===== config.mk =====
export PLATFORM = sky130hd
export DESIGN_NAME = serial_subtractor_flat
export DESIGN_NICKNAME = d
export VERILOG_FILES = /design/src/rtl/serial_subtractor_pkg.sv /design/src/rtl/serial_subtractor_if.sv /design/src/rtl/serial_subtractor_full_subtractor.sv /design/src/rtl/serial_subtractor.sv /design/src/flat_wrapper.sv
export SDC_FILE = /design/constraint.sdc
export NUM_CORES = 1
export LEC_CHECK = 0
export CAP_MARGIN = 10
export CORE_MARGIN = 2
export CORE_UTILIZATION = 53
export CTS_CLUSTER_DIAMETER = 50
export DETAILED_ROUTE_END_ITERATION = 7
export PLACE_DENSITY = 0.83
export SLEW_MARGIN = 20
export SYNTH_ARGS = -nofsm -noshare
export SYNTH_HDL_FRONTEND = slang
export SYNTH_HIERARCHICAL = 1
export SYNTH_SLANG_ARGS = --single-unit

===== constraint.sdc =====
create_clock -name clk -period 3.4 [get_ports clk]
set_input_delay 1.02 -clock clk [delete_from_list [all_inputs] [get_ports clk]]
set_output_delay 1.02 -clock clk [all_outputs]
set_load 0.1 [all_outputs]

===== src/rtl/serial_subtractor_pkg.sv =====
// serial_sub_pkg: FSM states and the 1-bit full-subtractor cell shape/function shared by the serial subtractor.
package serial_sub_pkg;
  typedef enum logic [1:0] {IDLE = 2'd0, RUN = 2'd1, DONE = 2'd2} state_t;
  localparam int FS_IN_W = 3;
  localparam int FS_OUT_W = 2;
  // in = {b_in, b, a}; returns {borrow_out, diff}
  function automatic logic [FS_OUT_W-1:0] fs_eval(input logic [FS_IN_W-1:0] i);
    return {(~i[0] & i[1]) | (~(i[0] ^ i[1]) & i[2]), ^i};
  endfunction
endpackage


===== src/rtl/serial_subtractor_if.sv =====
// serial_subtractor_if: operand/result valid-ready bus; ovf exists only with SERIAL_SUB_OVF_EN.
interface serial_subtractor_if #(parameter int WIDTH = 8);
  logic in_valid;
  logic in_ready;
  logic [WIDTH-1:0] a;
  logic [WIDTH-1:0] b;
  logic out_valid;
  logic out_ready;
  logic [WIDTH-1:0] diff;
  logic borrow;
`ifdef SERIAL_SUB_OVF_EN
  logic ovf;
  modport master(output in_valid, a, b, out_ready, input in_ready, out_valid, diff, borrow, ovf);
  modport slave(input in_valid, a, b, out_ready, output in_ready, out_valid, diff, borrow, ovf);
`else
  modport master(output in_valid, a, b, out_ready, input in_ready, out_valid, diff, borrow);
  modport slave(input in_valid, a, b, out_ready, output in_ready, out_valid, diff, borrow);
`endif
endinterface


===== src/rtl/serial_subtractor_full_subtractor.sv =====
// full_subtractor: combinational 1-bit full-subtractor cell, port shape mirrors the full adder.
module full_subtractor
  import serial_sub_pkg::*;
(
  input  logic [FS_IN_W-1:0]  in,
  output logic [FS_OUT_W-1:0] out
);
  assign out = fs_eval(in);
endmodule


===== src/rtl/serial_subtractor.sv =====
// serial_subtractor: bit-serial a - b, LSB first, one bit per clock; SERIAL_SUB_OVF_EN adds a signed overflow flag.
module serial_subtractor
  import serial_sub_pkg::*;
#(
  parameter int WIDTH = 8
) (
  input logic clk,
  input logic rst_n,
  serial_subtractor_if.slave bus
);
  localparam int CW = $clog2(WIDTH);
  state_t state;
  logic [WIDTH-1:0] a_sh;
  logic [WIDTH-1:0] b_sh;
  logic [CW-1:0] cnt;
  logic br;
  logic d;
  logic br_n;
  logic [FS_OUT_W-1:0] fs_out;
  full_subtractor u_fs (.in({br, b_sh[0], a_sh[0]}), .out(fs_out));
  assign {br_n, d} = fs_out;
  // the borrow flop doubles as the result flag once the last bit has run
  assign bus.borrow = br;
`ifdef SERIAL_SUB_OVF_EN
  logic a_msb;
  logic b_msb;
  always_ff @(posedge clk or negedge rst_n)
    if (!rst_n) begin
      a_msb <= 1'b0;
      b_msb <= 1'b0;
      bus.ovf <= 1'b0;
    end else if (state == IDLE && bus.in_valid) begin
      a_msb <= bus.a[WIDTH-1];
      b_msb <= bus.b[WIDTH-1];
      bus.ovf <= 1'b0;
    end else if (state == RUN && cnt == CW'(WIDTH - 1))
      bus.ovf <= (a_msb ^ b_msb) & (a_msb ^ d);
`endif
  always_ff @(posedge clk or negedge rst_n)
    if (!rst_n) begin
      state <= IDLE;
      bus.in_ready <= 1'b1;
      bus.out_valid <= 1'b0;
      bus.diff <= '0;
      br <= 1'b0;
      a_sh <= '0;
      b_sh <= '0;
      cnt <= '0;
    end else begin
      case (state)
        IDLE:
          if (bus.in_valid) begin
            a_sh <= bus.a;
            b_sh <= bus.b;
            br <= 1'b0;
            cnt <= '0;
            bus.in_ready <= 1'b0;
            state <= RUN;
          end
        RUN: begin
          a_sh <= a_sh >> 1;
          b_sh <= b_sh >> 1;
          br <= br_n;
          bus.diff <= {d, bus.diff[WIDTH-1:1]};
          if (cnt == CW'(WIDTH - 1)) begin
            bus.out_valid <= 1'b1;
            state <= DONE;
          end else
            cnt <= cnt + 1'b1;
        end
        DONE:
          if (bus.out_ready) begin
            bus.out_valid <= 1'b0;
            bus.in_ready <= 1'b1;
            state <= IDLE;
          end
        default: state <= IDLE;
      endcase
    end
endmodule


===== src/flat_wrapper.sv =====
// flat-port wrapper written by rule: the top's interface ports become plain ports
module serial_subtractor_flat import serial_sub_pkg::*;
#(
  parameter int WIDTH = 8
)
  (clk, rst_n, bus_in_valid, bus_a, bus_b, bus_out_ready, bus_in_ready, bus_out_valid, bus_diff, bus_borrow);
  serial_subtractor_if #(.WIDTH(WIDTH)) bus_i ();
  input logic clk;
  input logic rst_n;
  input wire logic [$bits(bus_i.in_valid)-1:0] bus_in_valid;
  input wire logic [$bits(bus_i.a)-1:0] bus_a;
  input wire logic [$bits(bus_i.b)-1:0] bus_b;
  input wire logic [$bits(bus_i.out_ready)-1:0] bus_out_ready;
  output wire logic [$bits(bus_i.in_ready)-1:0] bus_in_ready;
  output wire logic [$bits(bus_i.out_valid)-1:0] bus_out_valid;
  output wire logic [$bits(bus_i.diff)-1:0] bus_diff;
  output wire logic [$bits(bus_i.borrow)-1:0] bus_borrow;
  assign bus_i.in_valid = bus_in_valid;
  assign bus_i.a = bus_a;
  assign bus_i.b = bus_b;
  assign bus_i.out_ready = bus_out_ready;
  assign bus_in_ready = bus_i.in_ready;
  assign bus_out_valid = bus_i.out_valid;
  assign bus_diff = bus_i.diff;
  assign bus_borrow = bus_i.borrow;
  serial_subtractor #(.WIDTH(WIDTH)) u_core (.clk(clk), .rst_n(rst_n), .bus(bus_i));
endmodule

After elaboration in Yosys (flattened, before gate mapping):

Cells that the tools add are included.

* output and inout bits: 11
* logic and storage cells: 50
* register bits after elaboration: 32
* bits of input ports: 20

* equality and inequality tests: 7
* bitwise gates (word level): 6
* add/sub/neg operators: 1
* mux-type cells: 18
* reduce and logical (&&, ||, !) cells: 10

Operators with widths (count)
* one-hot mux 8 bit (2 select lines): 2
* 2-to-1 mux 8 bit: 2
* AND reduction 3 bit: 4
* 2-to-1 mux 2 bit: 3
* 2-to-1 mux 3 bit: 2
* inequality test 2 bit, second input constant: 3
* one-hot mux 1 bit (2 select lines): 3
* one-hot mux 2 bit (3 select lines): 1
* one-hot mux 3 bit (2 select lines): 1
* nonzero test 2 bit: 3
* 2-to-1 mux 1 bit: 4
* adder 3 x 1 -> 3 bit, second input constant: 1
* == test 3 bit, second input constant: 1
* XOR reduction 3 bit: 1
* AND 1 bit: 2
* == test 2 x 1 -> 1 bit, second input constant: 1
* == test 2 bit, second input constant: 1
* logical NOT 2 bit: 1
* inequality test 2 x 1 -> 1 bit, second input constant: 1
* inverter 1 bit: 2
* AND reduction 2 bit: 1
* bitwise OR 1 bit: 1
* XOR 1 bit: 1

Depth between registers and ports, before layout:

Gate-level depths: netlist (run 1).

* word-level depth: 5
* depth in mapped cells: 5
* depth with buffers taken out: 5

Modules after synthesis:

The synthesis (run 1) kept the hierarchy.

Modules (own cells, without submodules)
* serial_subtractor: seq. area each 802.0 um^2, area each 1438.9 um^2, cells an instance 130, times used 1
* full_subtractor: seq. area each 0.0 um^2, area each 31.3 um^2, cells an instance 4, times used 1

Worst setup path before layout (run 1):

No wires, ideal clock.

* path kind: register -> output
* start point: reg u_core.bus.out_valid
* end point: out bus_out_valid
* cell stages (with the launch flop): 1
* required time: 2.380 ns
* setup slack: 1.468 ns
* data arrival time: 0.912 ns
* buffers on the path: 0
* cells stage by stage: dfrtp_1

RTL lines
* start, declared: RTL line serial_subtractor_if.sv:17 `modport slave(input in_valid, a, b, out_ready, output in_ready, out_valid, diff, borrow);`
* start signal, assigned: RTL line serial_subtractor.sv:43 `bus.out_valid <= 1'b0;`
* start signal, assigned: RTL line serial_subtractor.sv:66 `bus.out_valid <= 1'b1;`
* start signal, assigned: RTL line serial_subtractor.sv:73 `bus.out_valid <= 1'b0;`
* end, declared: RTL line flat_wrapper.sv:15 `output wire logic [$bits(bus_i.out_valid)-1:0] bus_out_valid;`

No word-level cell between the ends.

Worst setup path after layout (run 1):

* start point: in bus_in_valid
* end point: reg u_core.b_sh[6]

* longest elaborated chain between the ends: 2

Ends and longest elaborated chain
* start, declared: RTL line flat_wrapper.sv:10 `input wire logic [$bits(bus_i.in_valid)-1:0] bus_in_valid;`
* inequality test 2 bit (no source line)
* AND reduction 2 bit (no source line)
* end signal, assigned: RTL line serial_subtractor.sv:54 `b_sh <= bus.b;`
* end signal, assigned: RTL line serial_subtractor.sv:62 `b_sh <= b_sh >> 1;`
* end, declared: RTL line serial_subtractor.sv:14 `logic [WIDTH-1:0] b_sh;`

No other way between the ends.
A chain may end at the register's enable or synchronous reset.

==> summary.md, run 1 <==
| Metric | Value |
|---|---|
| Critical path type | `in -> reg` |
| TritonCTS clock tree | `built` |
| Number of post-CTS setup repair buffers | `0` |
| Num ports | `31` |
| Max Fclk | `approximately 420 MHz` |
| Initial drt markers | `42` |
| CP required | `3610 ps` |
| Register area share after synthesis | `0.546` |
| Rel. slew slack | `0.543` |
| CTS Hold Bufs | `0` |
| Vias in the first global route | `between 1000 and 1500` |
| Slew @ Worst Pin | `683 ps` |
| Post-Syn Instances | `134` |
| DIE WIDTH | `56.7 um` |
| Maximum VDD drop | `0.866 mV` |
| Startpoint Class | `input port` |
| Layout cells sized above 1 | `0.195` |
| Worst Path Buf+Inv | `1` |
| Final RePlAce weighted congestion | `0.727` |
| Final wirelength | `3.02 mm` |
| Fillers | `208` |
| Critical path, cell by cell | `clkdlybuf4s50_1, nand2b_2, o22ai_1, a21oi_1` |
| Tcrit/Tclk final | `0.699` |
| RSZ-0062 raised after global routing | `no` |
| Area Overhead vs Synth | `21.4%` |
| H-tree Lvls | `2` |
| Status | `finished clean` |
| Max clock buf depth | `2` |
| Post-cts sizing count | `0` |
| Yosys Warn Count | `6` |
| Setup crit end kind | `register` |
| Reg area | `~800 um^2` |
| Reported max-cap violation count | `0` |
| Crit path depth | `4` |
| Core Area | `0.00269 mm^2` |
| Starting density of the core | `0.547` |
| Netlist cell types | `27` |
| Ant. Diodes | `0` |
| Number of synthesized register bits | `32` |
| Largest net degree at the start of global routing | `33` |
| Endpoints failing setup | `0` |
| Fin. max-slew vios | `0` |
| Synthesized Nets | `157` |
| Final hold violation count | `0` |
| WL/cell | `around 15 um` |
| Commonest cells after routing, fill and taps aside | `dfrtp_1, o22ai_1, clkdlybuf4s50_1, a21oi_1, buf_4` |
| Via count | `1136` |
| Critical Path Max Stage Delay | `910 ps` |
| Initial antenna violation count | `0` |
| Fin Hold WS | `521 ps` |
| Worst EP arrival | `2580 ps` |
| PwrDens | `1120 mW/mm^2` |
| Clk Tree Root Cell | `clkbuf_4` |
| Post-synth EDFFs | `0` |
| Vias per cell | `5.83` |
| Most common cell after layout, fill and taps aside | `dfrtp_1` |
| Worst-skew pair later-pin latency | `340 ps` |
| Max Clock Skew | `roughly 5.3 ps` |
| CP top delay family | `buffers and inverters` |
| Final net count | `186` |
| Grt ovf | `0` |
| Worst r2r path cells | `2` |
| Post-route minimum period | `2380 ps` |
| Antenna-violating nets left | `0` |
| Hold Path Class | `reg -> reg` |
| Drt pass-1 iters | `5` |
| Post-route DRC violation count | `0` |
| CTS Sinks | `32` |
| Slowest stage cell, crit path | `clkdlybuf4s50_1` |
| Critical Path Fanout Max | `19` |
| First-pass GRT wire length | `5.15 mm` |
| Worst hold stages | `2` |
| Synth Flop Type | `dfrtp_1` |
| All-Layer GR Usage | `0.210` |
| Port buffer count | `30` |
| Site Rows | `19` |
| Leak | `0.760 nW` |
| DP HPWL | `2.08 mm` |
| CTS buffer count | `5` |
| Die Y | `56.7 um` |
| Mean Syn Cell Area | `11.0 um^2` |
| Post-Syn Area | `about 0.0015 mm^2` |
| Asr flop ratio synth | `1.00` |
| Setup_tns | `0 ps` |
| Die Area | `0.00321 mm^2` |
| Multi-input gate area | `582 um^2` |
| Clock transition at the registers of the reported paths | `90 ps` |
stage by stage:
stage	util	cells	total power, mW	setup slack [ps]	area (um^2)
floorplan	-	134	1.56	1470	1470
global placement	0.642	187	1.74	802	1730
detailed placement	0.642	187	1.78	710	1730
CTS	0.664	195	2.01	1070	1780
global route	0.664	195	2.12	960	1780
finish	0.664	195	2.00	1020	1780
cell families after synthesis:
logic type,Yosys count,share of synthesized area
compound gates,57,0.231
flops,32,0.546
simple gates,19,0.0723
buf+inv,15,0.0587
mux,8,0.0613
fa+ha+maj,3,0.0306
where the power goes:
group | internal (mW) | switching [mW]
clock network | 0.102 | 0.123
logic | 0.341 | 0.726
registers | 0.557 | 0.151
total | 1.00 | 1.00
tightest hold or removal path, delay by kind of cell (launching register included):
| family | cells | cell delay [ps] |
|---|---|---|
| flip-flops | 1 | 390 |
| buffers and inverters | 1 | 50 |
| AO/OA/AOI/OAI | 1 | 50 |
area by class of cell:
cell class | instances | share of cell area
tap | 31 | 0.0217
multi-input combinational | 87 | 0.326
inverter | 6 | 0.0126
clock buffer | 8 | 0.0330
sequential | 32 | 0.450
timing repair buffer | 31 | 0.157
Yosys cell counts, types with 2 or more instances:
library cell | instances | share of area
inv_2 | 2 | 0.0051
nor2b_1 | 2 | 0.0085
buf_4 | 5 | 0.026
buf_2 | 3 | 0.010
dfrtp_1 | 31 | 0.53
o22ai_1 | 26 | 0.11
a22oi_1 | 2 | 0.010
nor2_1 | 6 | 0.015
inv_1 | 4 | 0.010
ha_1 | 2 | 0.017
a21oi_1 | 19 | 0.065
nand2_1 | 4 | 0.010
o2bb2ai_1 | 3 | 0.018
mux2_2 | 8 | 0.061
o21ai_0 | 5 | 0.017
per-layer routing:
| metal | track usage | vias up | part of all wire |
|---|---|---|---|
| li1 | - | 553 | - |
| met1 | 0.274 | 547 | 0.42 |
| met2 | 0.322 | 29 | 0.52 |
| met3 | 0.0714 | 7 | 0.048 |
| met4 | 0.0850 | 0 | 0.019 |
| met5 | 0 | - | 0 |
sequential cells by signal, summed over array words and instances, names as in the netlist:
name,flops
u_core/bus.borrow,1
u_core/a_sh,8
u_core/bus.out_valid,1
u_core/bus.diff,8
u_core/b_sh,8
u_core/cnt,3
u_core/state,2
u_core/bus.in_ready,1
final timing paths:
path,from,endpoint,slack [ps]
max,bus_in_valid,u_core/b_sh[6],1020
min,u_core/b_sh[1],u_core/b_sh[1],520
max reg2reg,u_core/state[1],u_core/bus.diff[1],1940
min reg2reg,u_core/b_sh[1],u_core/b_sh[1],520
max in group asynchronous,rst_n,u_core/bus.in_ready,2010
min in group asynchronous,rst_n,u_core/a_sh[1],1060
Note: power is estimated with default switching activity, not from simulation.
==> run 2, diff against run 1 <==
Settings changed: CORE_UTILIZATION 53 to 50, PLACE_DENSITY 0.83 to 0.79.
Clock period 3.4 ns to 2.47 ns, I/O delays scaled along.
==> summary.md, run 2 (synthesis gave the netlist of run 1 again) <==
| Metric | Value |
|---|---|
| Status | `finished clean (unchanged)` |
| Layout Cells excl Fill | `196 (was 195)` |
| WL/cell | `15.2 um (was 15.5 um)` |
| Num ports | `31 (unchanged)` |
| Antenna-violating nets left | `0 (unchanged)` |
| Fin area | `0.00181 mm^2 (was 0.00178 mm^2)` |
| Rel. slew slack | `0.730 (was 0.543)` |
| Core Area | `0.00278 mm^2 (was 0.00269 mm^2)` |
| Reg area | `802 um^2 (unchanged)` |
| Pint | `1.45 mW (was 1.00 mW)` |
| Post-Place Cells | `188 (was 187)` |
| Most common cell after layout, fill and taps aside | `dfrtp_1 (unchanged)` |
| Worst-skew pair later-pin latency | `320 ps (was 340 ps)` |
| All-Layer GR Usage | `0.196 (was 0.210)` |
| H-tree Lvls | `2 (unchanged)` |
| Port buffer count | `30 (unchanged)` |
| Layout cells sized above 1 | `0.206 (was 0.195)` |
| Reg-to-Reg End | `u_core/bus.diff[1] (unchanged)` |
| CTS buffer count | `5 (unchanged)` |
| Commonest cells after routing, fill and taps aside | `dfrtp_1, o22ai_1, clkdlybuf4s50_1, a21oi_1, buf_4 (unchanged)` |
| P_sw | `1.37 mW (was 1000 uW)` |
| Leak | `0.775 nW (was 0.760 nW)` |
| Fillers | `235 (was 208)` |
| Final net count | `187 (was 186)` |
| Setup crit end kind | `output pin (was register)` |
| Reg power frac | `0.346 (was 0.354)` |
| Max Clock Skew | `3.60 ps (was 5.34 ps)` |
| Number of post-CTS setup repair buffers | `0 (unchanged)` |
| Post-route DRC violation count | `0 (unchanged)` |
| Crit path depth | `1 (was 4)` |
| R2R Path Start | `u_core/state[1] (unchanged)` |
| Drt pass-1 iters | `4 (was 5)` |
| Starting density of the core | `0.529 (was 0.547)` |
| Endpoints failing setup | `0 (unchanged)` |
| Maximum VDD drop | `1.20 mV (was 0.866 mV)` |
| Clock transition at the registers of the reported paths | `90 ps (about the same)` |
| Grt ovf | `0 (unchanged)` |
| Critical Path Fanout Max | `3 (was 19)` |
| Hold Path Class | `reg -> reg (unchanged)` |
| Site Rows | `19 (unchanged)` |
| PwrDens | `1560 mW/mm^2 (was 1120 mW/mm^2)` |
| RSZ-0062 raised after global routing | `no (unchanged)` |
| Clk Tree Root Cell | `clkbuf_4 (unchanged)` |
| Critical path type | `reg -> out (was in -> reg)` |
| Area Overhead vs Synth | `23.1% (was 21.4%)` |
| Switching share of total power | `0.486 (was 0.500)` |
| Critical Path Max Stage Delay | `560 ps (was 910 ps)` |
| R2r setup slk | `1000 ps (was 1940 ps)` |
| Largest net degree at the start of global routing | `33 (unchanged)` |
| Post-cts sizing count | `0 (unchanged)` |
| Tcrit/Tclk final | `0.773` |
| Initial drt markers | `43 (was 42)` |
| Area after DPL | `0.00173 mm^2 (about the same)` |
| CP Launch Point | `u_core/bus.in_ready (was bus_in_valid)` |
| Final wirelength | `2.98 mm (was 3.02 mm)` |
| Final hold violation count | `0 (unchanged)` |
| TritonCTS clock tree | `built (unchanged)` |
| First-pass GRT wire length | `5.00 mm (was 5.15 mm)` |
| DIE WIDTH | `58.2 um (was 56.7 um)` |
| Final RePlAce weighted congestion | `0.735 (was 0.727)` |
| Slew @ Worst Pin | `406 ps (was 683 ps)` |
| Largest registers | `u_core/a_sh: 8 flops, u_core/b_sh: 8 flops, u_core/bus.diff: 8 flops (unchanged)` |
| CP required | `1730 ps (was 3610 ps)` |
| Ant. Diodes | `0 (unchanged)` |
| CP top delay family | `flip-flops (was buffers and inverters)` |
| Fin. max-slew vios | `0 (unchanged)` |
| Die Area | `0.00339 mm^2 (was 0.00321 mm^2)` |
| CTS Sinks | `32 (unchanged)` |
| Comb power frac | `0.519 (was 0.533)` |
| Worst Path Buf+Inv | `1 (unchanged)` |
| Multi-input gate area | `582 um^2 (unchanged)` |
| DP HPWL | `2.02 mm (was 2.08 mm)` |
| Setup_tns | `0 ps (unchanged)` |
| Worst EP arrival | `1170 ps (was 2580 ps)` |
| Max Fclk | `523 MHz` |
| Die Y | `58.2 um (was 56.7 um)` |
| Max clock buf depth | `2 (unchanged)` |
| CTS Hold Bufs | `0 (unchanged)` |
| Post-route minimum period | `around 1900 ps` |
| Vias per cell | `5.88 (was 5.83)` |
| Initial antenna violation count | `0 (unchanged)` |
| Worst r2r path cells | `2 (unchanged)` |
| Fin util | `0.650 (was 0.664)` |
| CP endpoint | `bus_in_ready (was u_core/b_sh[6])` |
| Clock share of power | `0.135 (was 0.113)` |
| Reported max-cap violation count | `0 (unchanged)` |
| Slowest stage cell, crit path | `dfstp_2 (was clkdlybuf4s50_1)` |
| Vias in the first global route | `1134 (was 1123)` |
| Critical path, cell by cell | `buf_4 (was clkdlybuf4s50_1, nand2b_2, o22ai_1, a21oi_1)` |
| Startpoint Class | `register (was input port)` |
| Via count | `1153 (was 1136)` |
==> run 2: changes by cell type in the layout (fill, tap and decap cells not counted), sizes merged <==
cell,previous run,this run
clkinv,0,1
buf,12,13
clkbuf,8,6
bufinv,0,1
==> run 2: routing by layer <==
layer,global-route usage,routed length (um),up-vias,share of wire
met4,0.0930,27,0,0.0091
met1,0.242,1330,564,0.45
li1,-,-,560,-
met2,0.325,1490,25,0.50
met5,0,0,-,0
met3,0.0469,138,4,0.046
==> run 2: layout make-up <==
class / instances / share of cell area
sequential: 32 / 0.443
multi-input combinational: 87 / 0.322
timing repair buffer: 32 / 0.159
clock buffer: 6 / 0.0228
tap: 31 / 0.0214
clock inverter: 2 / 0.0194
inverter: 6 / 0.0124
==> run 2: worst min-delay path by stage <==
stage | cells past startpoint | to | from
6_report | 1 | u_core/bus.diff[0] | u_core/bus.diff[0]
5_1_grt | 1 | u_core/bus.diff[0] | u_core/bus.diff[0]
4_1_cts | 2 | u_core/b_sh[1] | u_core/b_sh[1]
3_5_place_dp | 1 | u_core/bus.diff[0] | u_core/bus.diff[0]
3_3_place_gp | 1 | u_core/bus.diff[0] | u_core/bus.diff[0]
2_1_floorplan | 0 | u_core/a_sh[0] | rst_n
==> run 2: power groups by stage <==
| stage | combinational, mW | sequential [mW] | clock, mW |
|---|---|---|---|
| after floorplan | 0.637 | 1.52 | 0 |
| after global placement | 1.42 | 0.965 | 0 |
| after detailed placement | 1.47 | 0.984 | 0 |
| after CTS | 1.47 | 0.974 | 0.392 |
| after global routing | 1.57 | 1.01 | 0.418 |
| final | 1.47 | 0.977 | 0.381 |
==> run 2: through the flow <==
stage | hold slack (ps) | setup slack [ps] | total power, mW
after floorplan | 445 | 614 | 2.15
after global placement | 492 | 454 | 2.39
after detailed placement | 500 | 426 | 2.45
after CTS | 522 | 546 | 2.84
after global routing | 530 | 508 | 3.00
final | 518 | 560 | 2.82
==> run 3, diff against run 2 <==
Settings changed: CORE_UTILIZATION 50 to 45, PLACE_DENSITY 0.79 to 0.75.
Clock period 2.47 ns to 1.7 ns, I/O delays scaled along.
==> summary.md, run 3 (synthesis gave the netlist of run 1 again) <==
| Metric | Value |
|---|---|
| Critical path, cell by cell | `buf_12 (was buf_4)` |
| Critical Path Max Stage Delay | `580 ps (was 560 ps)` |
| CP top delay family | `flip-flops (unchanged)` |
| Die Area | `0.00374 mm^2 (was 0.00339 mm^2)` |
| Die Y | `61.2 um (was 58.2 um)` |
| CTS Sinks | `32 (unchanged)` |
| Fin Hold WS | `527 ps (was 518 ps)` |
| Initial drt markers | `22 (was 43)` |
| Vias in the first global route | `1180 (was 1134)` |
| Final hold violation count | `0 (unchanged)` |
| Fin. max-slew vios | `0 (unchanged)` |
| Area Overhead vs Synth | `34.5% (was 23.1%)` |
| Maximum VDD drop | `1.06 mV (was 1.20 mV)` |
| Reg area | `803 um^2 (was 802 um^2)` |
| WL/cell | `15.0 um (was 15.2 um)` |
| Worst Path Buf+Inv | `1 (unchanged)` |
| Vias per cell | `5.55 (was 5.88)` |
| Worst EP arrival | `1090 ps (was 1170 ps)` |
| All-Layer GR Usage | `0.200 (was 0.196)` |
| Leak | `0.831 nW (was 0.775 nW)` |
| Ant. Diodes | `0 (unchanged)` |
| Commonest cells after routing, fill and taps aside | `dfrtp_1, o22ai_1, clkdlybuf4s50_1, a21oi_1, buf_12 (was dfrtp_1, o22ai_1, clkdlybuf4s50_1, a21oi_1, buf_4)` |
| Core Area | `0.00308 mm^2 (was 0.00278 mm^2)` |
| Max clock buf depth | `2 (unchanged)` |
| CP Launch Point | `u_core/bus.in_ready (unchanged)` |
| DIE WIDTH | `61.2 um (was 58.2 um)` |
| Fin util | `0.642 (was 0.650)` |
| Final RePlAce weighted congestion | `0.736 (was 0.735)` |
| Drt pass-1 iters | `4 (unchanged)` |
| Max Clock Skew | `12.1 ps (was 3.60 ps)` |
| RSZ-0062 raised after global routing | `no (unchanged)` |
| Area after DPL | `0.00192 mm^2 (was 0.00173 mm^2)` |
| Critical path type | `reg -> out (unchanged)` |
| Initial antenna violation count | `0 (unchanged)` |
| Multi-input gate area | `582 um^2 (unchanged)` |
| Critical Path Fanout Max | `3 (unchanged)` |
| Rel. slew slack | `0.738 (was 0.730)` |
| Status | `finished clean (unchanged)` |
| Setup_tns | `0 ps (unchanged)` |
| CTS buffer count | `5 (unchanged)` |
| Number of post-CTS setup repair buffers | `0 (unchanged)` |
| Clock transition at the registers of the reported paths | `110 ps (was 90 ps)` |
| Grt ovf | `0 (unchanged)` |
| Port buffer count | `30 (unchanged)` |
| First-pass GRT wire length | `5.22 mm (was 5.00 mm)` |
| Via count | `1171 (was 1153)` |
| TritonCTS clock tree | `built (unchanged)` |
| R2R Path Start | `u_core/cnt[0] (was u_core/state[1])` |
| Final wirelength | `3.18 mm (was 2.98 mm)` |
| Largest net degree at the start of global routing | `33 (unchanged)` |
| CTS Hold Bufs | `0 (unchanged)` |
| DP HPWL | `2.21 mm (was 2.02 mm)` |
| Tcrit/Tclk final | `0.941` |
| Worst-skew pair later-pin latency | `340 ps (was 320 ps)` |
| Largest registers | `u_core/a_sh: 8 flops, u_core/b_sh: 8 flops, u_core/bus.diff: 8 flops (unchanged)` |
| Post-route DRC violation count | `0 (unchanged)` |
| Slew @ Worst Pin | `393 ps (was 406 ps)` |
| Layout cells sized above 1 | `0.228 (was 0.206)` |
| Endpoints failing setup | `0 (unchanged)` |
| Reported max-cap violation count | `0 (unchanged)` |
| Post-route minimum period | `about 1600 ps` |
| Antenna-violating nets left | `0 (unchanged)` |
| Fin area | `0.00198 mm^2 (was 0.00181 mm^2)` |
| Final net count | `189 (was 187)` |
| Post-cts sizing count | `0 (unchanged)` |
| PwrDens | `2220 mW/mm^2 (was 1560 mW/mm^2)` |
| Setup crit end kind | `output pin (unchanged)` |
| Clk Tree Root Cell | `clkbuf_4 (unchanged)` |
| Slowest stage cell, crit path | `dfstp_2 (unchanged)` |
| Hold Path Class | `in -> async (was reg -> reg)` |
| Max Fclk | `625 MHz` |
| H-tree Lvls | `2 (unchanged)` |
| Most common cell after layout, fill and taps aside | `dfrtp_1 (unchanged)` |
| Num ports | `31 (unchanged)` |
| Site Rows | `20 (was 19)` |
| CP required | `1190 ps (was 1730 ps)` |
| Startpoint Class | `register (unchanged)` |
| Starting density of the core | `0.478 (was 0.529)` |
| Fillers | `253 (was 235)` |
==> run 3: cell types whose count changed in the layout (fill, tap and decap cells not counted), sizes merged <==
| cell | before | now |
|---|---|---|
| clkinv | 1 | 2 |
| buf | 13 | 15 |
| bufinv | 1 | 0 |
==> run 3: final cells by class <==
class | instances | share of cell area
repair buffers | 34 | 0.229
multi-input cells | 87 | 0.294
inverters | 6 | 0.0114
clock buffers | 6 | 0.0259
clock inverters | 2 | 0.00506
flip-flops and latches | 32 | 0.406
well taps | 44 | 0.0278
==> run 3: final timing paths <==
check	end	slack (ps)	cells after the start
min in group clk	u_core/b_sh[1]	530	2
worst min-delay path	u_core/b_sh[2]	530	2
worst min register to register	u_core/b_sh[1]	530	2
worst max register to register	u_core/cnt[1]	300	5
worst max-delay path	bus_in_ready	100	1
max in group asynchronous	u_core/bus.in_ready	930	2
==> run 3: where the power goes <==
| part | total (mW) | switching [mW] | internal, mW |
|---|---|---|---|
| combinational | 2.46 | 1.47 | 0.995 |
| clock | 0.459 | 0.262 | 0.196 |
| sequential | 1.47 | 0.354 | 1.12 |
| total | 4.39 | 2.08 | 2.31 |
==> run 3: routing by layer <==
layer  vias up  track usage  part of all wire  wire, um
met3         6       0.0651             0.047       149
li1        564            -                 -         -
met2        32        0.333              0.52      1650
met5         -            0                 0         0
met4         0        0.106             0.013        42
met1       569        0.230              0.42      1340
==> run 3: stage by stage <==
| step | worst slack [ps] | power, mW | instances |
|---|---|---|---|
| after detailed placement | -62.7 | 3.96 | 203 |
| after CTS | 74.9 | 4.42 | 211 |
| after global routing | 56.7 | 4.67 | 211 |
| after floorplan | 127 | 3.13 | 134 |
| final | 100 | 4.39 | 211 |
| after global placement | -29.3 | 3.86 | 203 |
